--- src/rtl/uart8_rx_if.sv ---
// uart8_rx_if: bundles the receiver's serial input, enable and FIFO-full
// input with its byte output and status pulses.
//   en, in, is_fifo_full               : into the receiver
//   out, fifo_wr_en, done, busy,
//   frame_err, parity_err, overrun     : out of the receiver
// The receiver uses the slave modport; the driving side uses master.
interface uart8_rx_if;
  logic       en;
  logic       in;
  logic       is_fifo_full;
  logic [7:0] out;
  logic       fifo_wr_en;
  logic       done;
  logic       busy;
  logic       frame_err;
  logic       parity_err;
  logic       overrun;

  modport master (
    output en, in, is_fifo_full,
    input  out, fifo_wr_en, done, busy, frame_err, parity_err, overrun
  );

  modport slave (
    input  en, in, is_fifo_full,
    output out, fifo_wr_en, done, busy, frame_err, parity_err, overrun
  );
endinterface

--- src/rtl/uart8_receiver.sv ---
// uart8_receiver: 8-bit UART receiver, 16x oversampled, mid-bit sampling of
// start, 8 data bits (LSB first), optional even parity and one stop bit.
// Good bytes are written to the downstream FIFO with a one-cycle strobe;
// framing/parity/overrun conditions are reported as one-cycle pulses.
// Ports:
//   clk   : oversampling clock (CLKS_PER_BIT x baud)
//   rst   : asynchronous active-high reset
//   rx_if : uart8_rx_if.slave (en, in, is_fifo_full -> out, fifo_wr_en,
//           done, busy, frame_err, parity_err, overrun)
// Build option: define UART_RX_PARITY_EN to add the even-parity bit.
module uart8_receiver #(
  parameter int unsigned CLKS_PER_BIT = 16,
  parameter int unsigned SAMPLE_POINT = 7
) (
  input  logic       clk,
  input  logic       rst,
  uart8_rx_if.slave  rx_if
);

  localparam int unsigned CNT_W = $clog2(CLKS_PER_BIT);
  localparam logic [CNT_W-1:0] CNT_LAST   = CNT_W'(CLKS_PER_BIT - 1);
  localparam logic [CNT_W-1:0] CNT_SAMPLE = CNT_W'(SAMPLE_POINT);

  typedef enum logic [2:0] {
    IDLE       = 3'd0,
    START_BIT  = 3'd1,
    DATA_BITS  = 3'd2,
    PARITY_BIT = 3'd3,
    STOP_BIT   = 3'd4
  } state_e;

  state_e           state_q, state_d;
  logic [1:0]       sync_q, sync_d;
  logic [CNT_W-1:0] cnt_q, cnt_d;
  logic [2:0]       idx_q, idx_d;
  logic [7:0]       shift_q, shift_d;
  logic [7:0]       out_q, out_d;
  logic             wr_q, wr_d;
  logic             done_q, done_d;
  logic             busy_q, busy_d;
  logic             ferr_q, ferr_d;
  logic             ovr_q, ovr_d;
  logic             rx_s;
  logic             parity_ok;
`ifdef UART_RX_PARITY_EN
  logic             par_q, par_d;
  logic             perr_q, perr_d;
`endif

  assign rx_s = sync_q[1];

`ifdef UART_RX_PARITY_EN
  // Even parity: data bits plus parity bit XOR to zero.
  assign parity_ok = ~(^shift_q ^ par_q);
`else
  assign parity_ok = 1'b1;
`endif

  // State and output registers.
  always_ff @(posedge clk or posedge rst) begin
    if (rst) begin
      state_q <= IDLE;
      sync_q  <= 2'b11;
      cnt_q   <= '0;
      idx_q   <= 3'd0;
      shift_q <= 8'd0;
      out_q   <= 8'd0;
      wr_q    <= 1'b0;
      done_q  <= 1'b0;
      busy_q  <= 1'b0;
      ferr_q  <= 1'b0;
      ovr_q   <= 1'b0;
`ifdef UART_RX_PARITY_EN
      par_q   <= 1'b0;
      perr_q  <= 1'b0;
`endif
    end else begin
      state_q <= state_d;
      sync_q  <= sync_d;
      cnt_q   <= cnt_d;
      idx_q   <= idx_d;
      shift_q <= shift_d;
      out_q   <= out_d;
      wr_q    <= wr_d;
      done_q  <= done_d;
      busy_q  <= busy_d;
      ferr_q  <= ferr_d;
      ovr_q   <= ovr_d;
`ifdef UART_RX_PARITY_EN
      par_q   <= par_d;
      perr_q  <= perr_d;
`endif
    end
  end

  // Next-state and output logic.
  always_comb begin
    state_d = state_q;
    sync_d  = {sync_q[0], rx_if.in};
    cnt_d   = cnt_q + CNT_W'(1);
    idx_d   = idx_q;
    shift_d = shift_q;
    out_d   = out_q;
    wr_d    = 1'b0;
    done_d  = 1'b0;
    ferr_d  = 1'b0;
    ovr_d   = 1'b0;
`ifdef UART_RX_PARITY_EN
    par_d   = par_q;
    perr_d  = 1'b0;
`endif

    case (state_q)
      IDLE: begin
        cnt_d = '0;
        idx_d = 3'd0;
        if (rx_if.en && !rx_s) state_d = START_BIT;
      end
      START_BIT: begin
        if (cnt_q == CNT_SAMPLE && rx_s) begin
          // Line back high mid start bit: glitch, not a frame.
          state_d = IDLE;
          cnt_d   = '0;
        end else if (cnt_q == CNT_LAST) begin
          state_d = DATA_BITS;
          cnt_d   = '0;
        end
      end
      DATA_BITS: begin
        if (cnt_q == CNT_SAMPLE) shift_d[idx_q] = rx_s;
        if (cnt_q == CNT_LAST) begin
          cnt_d = '0;
          if (idx_q == 3'd7) begin
            idx_d = 3'd0;
`ifdef UART_RX_PARITY_EN
            state_d = PARITY_BIT;
`else
            state_d = STOP_BIT;
`endif
          end else begin
            idx_d = idx_q + 3'd1;
          end
        end
      end
`ifdef UART_RX_PARITY_EN
      PARITY_BIT: begin
        if (cnt_q == CNT_SAMPLE) par_d = rx_s;
        if (cnt_q == CNT_LAST) begin
          state_d = STOP_BIT;
          cnt_d   = '0;
        end
      end
`endif
      STOP_BIT: begin
        // Leave at mid stop bit so the next start edge is not missed.
        if (cnt_q == CNT_SAMPLE) begin
          state_d = IDLE;
          cnt_d   = '0;
          done_d  = 1'b1;
          ferr_d  = !rx_s;
`ifdef UART_RX_PARITY_EN
          perr_d  = !parity_ok;
`endif
          if (rx_s && parity_ok) begin
            if (rx_if.is_fifo_full) begin
              ovr_d = 1'b1;
            end else begin
              out_d = shift_q;
              wr_d  = 1'b1;
            end
          end
        end
      end
      default: begin
        state_d = IDLE;
        cnt_d   = '0;
      end
    endcase

    busy_d = (state_d != IDLE);
  end

  assign rx_if.out        = out_q;
  assign rx_if.fifo_wr_en = wr_q;
  assign rx_if.done       = done_q;
  assign rx_if.busy       = busy_q;
  assign rx_if.frame_err  = ferr_q;
  assign rx_if.overrun    = ovr_q;
`ifdef UART_RX_PARITY_EN
  assign rx_if.parity_err = perr_q;
`else
  assign rx_if.parity_err = 1'b0;
`endif

endmodule

--- src/flat_wrapper.sv ---
// flat-port wrapper written by rule: the top's interface ports become plain ports
module uart8_receiver_flat 
#(
  parameter int unsigned CLKS_PER_BIT = 16,
  parameter int unsigned SAMPLE_POINT = 7
)
  (clk, rst, rx_if_en, rx_if_in, rx_if_is_fifo_full, rx_if_out, rx_if_fifo_wr_en, rx_if_done, rx_if_busy, rx_if_frame_err, rx_if_parity_err, rx_if_overrun);
  uart8_rx_if rx_if_i ();
  input  logic clk;
  input  logic rst;
  input wire logic [$bits(rx_if_i.en)-1:0] rx_if_en;
  input wire logic [$bits(rx_if_i.in)-1:0] rx_if_in;
  input wire logic [$bits(rx_if_i.is_fifo_full)-1:0] rx_if_is_fifo_full;
  output wire logic [$bits(rx_if_i.out)-1:0] rx_if_out;
  output wire logic [$bits(rx_if_i.fifo_wr_en)-1:0] rx_if_fifo_wr_en;
  output wire logic [$bits(rx_if_i.done)-1:0] rx_if_done;
  output wire logic [$bits(rx_if_i.busy)-1:0] rx_if_busy;
  output wire logic [$bits(rx_if_i.frame_err)-1:0] rx_if_frame_err;
  output wire logic [$bits(rx_if_i.parity_err)-1:0] rx_if_parity_err;
  output wire logic [$bits(rx_if_i.overrun)-1:0] rx_if_overrun;
  assign rx_if_i.en = rx_if_en;
  assign rx_if_i.in = rx_if_in;
  assign rx_if_i.is_fifo_full = rx_if_is_fifo_full;
  assign rx_if_out = rx_if_i.out;
  assign rx_if_fifo_wr_en = rx_if_i.fifo_wr_en;
  assign rx_if_done = rx_if_i.done;
  assign rx_if_busy = rx_if_i.busy;
  assign rx_if_frame_err = rx_if_i.frame_err;
  assign rx_if_parity_err = rx_if_i.parity_err;
  assign rx_if_overrun = rx_if_i.overrun;
  uart8_receiver #(.CLKS_PER_BIT(CLKS_PER_BIT), .SAMPLE_POINT(SAMPLE_POINT)) u_core (.clk(clk), .rst(rst), .rx_if(rx_if_i));
endmodule
--- config.mk ---
export PLATFORM = sky130hd
export DESIGN_NAME = uart8_receiver_flat
export DESIGN_NICKNAME = d
export VERILOG_FILES = /design/src/rtl/uart8_rx_if.sv /design/src/rtl/uart8_receiver.sv /design/src/flat_wrapper.sv
export SDC_FILE = /design/constraint.sdc
export NUM_CORES = 1
export LEC_CHECK = 0
export CELL_PAD_IN_SITES_DETAIL_PLACEMENT = 1
export CELL_PAD_IN_SITES_GLOBAL_PLACEMENT = 2
export CORE_AREA = 5 5 69 71
export CTS_BUF_LIST = sky130_fd_sc_hd__clkbuf_4 sky130_fd_sc_hd__clkbuf_8 sky130_fd_sc_hd__clkbuf_16
export CTS_CLUSTER_SIZE = 14
export DETAILED_ROUTE_END_ITERATION = 7
export DIE_AREA = 0 0 74 76
export GPL_TIMING_DRIVEN = 0
export HOLD_SLACK_MARGIN = 0.02
export MAX_ROUTING_LAYER = met4
export PLACE_DENSITY = 0.8
export SYNTH_ARGS = -nofsm -noshare
export SYNTH_HDL_FRONTEND = slang
export SYNTH_SLANG_ARGS = --single-unit
--- constraint.sdc ---
create_clock -name clk -period 2.7 [get_ports clk]
set_input_delay 0.54 -clock clk [delete_from_list [all_inputs] [get_ports clk]]
set_output_delay 0.54 -clock clk [all_outputs]
set_load 0.03 [all_outputs]
==> flow_summary_export.csv <==
group,metric,value,unit
pwr,p_seq_share,49.1,%
placement,placed_area,1730,sq um
setup_path,start_kind,"flip-flop",
route,firstDrtPassIters,3,
cts,cts_tree,"built",
pwr,internal-power,0.839,mW
synth,synth_cell_types,39,
sta,fin_crit_sh,68.0,%
synth,synth_top_family_by_area,"simple AND/OR/NAND/NOR gates",
global_route,grtUsageTotal,12.1,%
sta,setup-violations-final,0,
synth,synth_area_leaders,"dfrtp_1 52%, mux2_2 11%, dfstp_2 3.5%",
pwr,ir_drop,352,uV
cts,cts_max_level,2,
synth,postSynthCellCount,128,
synth,synth_ff_type,"dfrtp_1",
setup_path,cp_max_fo,2,
setup_path,cp.required,2.16,ns
cts,post_cts_buffers,0,
cells_and_area,area_delta_synth_final,21.7,%
synth,synth_xor_area_share,1.76,%
cells_and_area,regArea,828,sq um
setup_path,cpLargestDelayFamily,"buffers and inverters",
setup_path,path_cells,"clkdlybuf4s50_1",
sta,fmax,545,MHz
cells_and_area,drive_gt1_share,21.1,%
sta,whs,0.356,ns
floorplanning,die_area,5620,sq um
cts,cts.repair.resized,0,
min_path,hp-class,"flip-flop to flip-flop",
synth,synth.largest_area_cell,"dfrtp_1",
synth,synth_area,1500,sq um
setup_path,cp.arrival,1.30,ns
cells_and_area,nNetsFinal,160,
sta,skew,0.00328,ns
sta,post-route-min-period,1.84,ns
pwr,leakage,0.849,nW
setup_path,worst-setup-path-type,"flip-flop to output pin",
floorplanning,io_pins,19,
synth,synth_mux_area_share,13.2,%
route,drc,0,
synth,yosys.area_share.simple,16.7,%
cts,clk_path_buf_depth,2,
cells_and_area,multi_input_comb_area,611,sq um
placement,gp_congestion,0.778,
synth,ys_ff_latch,33,
setup_path,slowest_stage,"clkdlybuf4s50_1",
cells_and_area,final_cell_area,1820,sq um
floorplanning,core.rowCount,24,
pwr,power,1.15,mW
synth,synth_top_area_share,51.8,%
sta,worst_pin_slew,0.689,ns
setup_path,crit_path_max_incr_delay,0.67,ns
sta,hold_violations,0,
floorplanning,die_height,76,um
pwr,clock_power_share,32.3,%
cts,clk-insertion-delay-late,0.27,ns
synth,syn-num-nets,136,
pwr,switching_power,0.313,mW
route,drt-initial-drc-count,33,
placement,dp_hpwl,2140,um
placement,io_buffers,17,
sta,grt_setup_unrepaired,"false",
global_route,antenna_found_initial,0,
global_route,grt_pass1_vias,1125,
synth,synth_most_common_cell,"dfrtp_1",
route,antenna_left,0,
route,drt-wirelength-per-cell,14.3,um
global_route,grt_first_pass_wirelength,5190,um
global_route,grt_max_degree,34,
cts,cts_sinks,33,
sta,drv_slew,0,
floorplanning,chipWidth,74,um
synth,synth_compound_area_share,6.35,%
route,routed_wl,2920,um
floorplanning,initial_utilization,35.9,%
pwr,power_density,632,nW/um^2
cts,path_clk_slew,0.06,ns
route,via_per_inst,5.00,
route,vias,1020,
synth,synthArstFlopShare,100,%
outcome,outcome,"finished, final reports clean",
synth,avgSynthCellArea,11.7,sq um
pwr,power.share.switching,27.2,%
cts,hold_buffers,0,
job,maxCapViolCount,0,
cts,root_buffer,"clkbuf_8",
synth,synth-adder-area-share,2.51,%
sta,setup-tns-final,0,ns
setup_path,end_kind,"output pin",
synth,synth-edff-count,0,
synth,ys_warn_count,0,
synth,ys_seq_area_share,55.4,%
floorplanning,core_area,4170,sq um
cells_and_area,nFillCells,461,
synth,synthTopCellsByCount,"31 x dfrtp_1, 14 x mux2_2, 12 x nor2_1, 6 x nand2_1, 5 x inv_1",
cells_and_area,antennaDiodeCount,0,
setup_path,path_buf_inv,1,
global_route,grt_overflow,0,
sta,relSlewSlack,54.0,%
cts,cts_buffers,5,
pwr,combPwrFrac,18.5,%
-- layout make-up --
class	count	share of cell area, %
Clock buffer	7	4.95
Multi-Input combinational cell	83	33.5
Tap cell	52	3.57
Inverter	5	1.03
Sequential cell	33	45.5
Timing Repair Buffer	17	9.34
Buffer	7	2.13
-- placed cells by master (no fill, tap or decap), types with 2 or more instances in the layout --
cell type	n
a21oi_1	4
dfstp_2	2
dfrtp_1	31
nand2b_1	4
xnor2_1	2
and2_1	2
nand3_1	4
clkbuf_1	4
nor2_1	12
mux2_4	2
clkbuf_8	6
nor2b_1	2
ha_1	3
o21ai_0	4
nor4_1	2
nor3_1	4
clkdlybuf4s50_1	17
nand2_1	6
inv_1	4
mux2_2	14
-- power by group through the flow --
stage,sequential (mW),combinational (mW),clock [mW]
final,0.566,0.213,0.373
after global routing,0.572,0.248,0.413
after CTS,0.566,0.219,0.393
after detailed placement,0.576,0.218,0
after global placement,0.575,0.205,0
after floorplan,0.576,0.154,0
-- final timing paths --
| path | slack, ns | endpoint | from | cells after the start |
|---|---|---|---|---|
| worst max-delay path | 0.86 | rx_if_out[7] | u_core.rx_if.out[7] | 1 |
| worst min-delay path | 0.36 | u_core.sync_q[1] | u_core.sync_q[0] | 0 |
| worst max register to register | 0.88 | u_core.shift_q[4] | u_core.cnt_q[0] | 5 |
| worst min register to register | 0.36 | u_core.sync_q[1] | u_core.sync_q[0] | 0 |
| max in group asynchronous | 1.57 | u_core.rx_if.out[7] | rst | 2 |
| min in group asynchronous | 0.70 | u_core.idx_q[0] | rst | 2 |
-- sequential cells by signal (all words and copies together) (netlist names) --
register                 count
u_core.rx_if.busy            1
u_core.cnt_q                 4
u_core.sync_q                2
u_core.rx_if.fifo_wr_en      1
u_core.rx_if.out             8
u_core.shift_q               8
u_core.state_q               3
u_core.rx_if.overrun         1
u_core.idx_q                 3
u_core.rx_if.frame_err       1
u_core.rx_if.done            1
-- per-layer routing --
layer,track usage (%),up-vias,share of wire [%]
li1,-,488,-
met1,13.9,513,42
met2,19.8,14,53
met3,2.77,5,3.5
met4,5.43,0,1.7
met5,-,-,0
-- stage by stage --
| stage | utilization [%] | setup WS, ns | cells |
|---|---|---|---|
| floorplan | - | 1.09 | 128 |
| global placement | 41.5 | 0.682 | 197 |
| detailed placement | 41.5 | 0.623 | 197 |
| CTS | 43.6 | 0.842 | 204 |
| global route | 43.6 | 0.743 | 204 |
| finish | 43.6 | 0.865 | 204 |
-- cells by family (layout without fill, tap and decap cells) --
logic type	after synthesis	count (layout)
adders and majority gates	3	3
muxes	17	17
DFF	33	33
AOI/OAI and AO/OA	15	15
other	1	1
xor gates and xnor gates	3	3
and+or+nand+nor	44	44
buffers and inverters	12	36
Note: power is estimated with default switching activity, not from simulation.
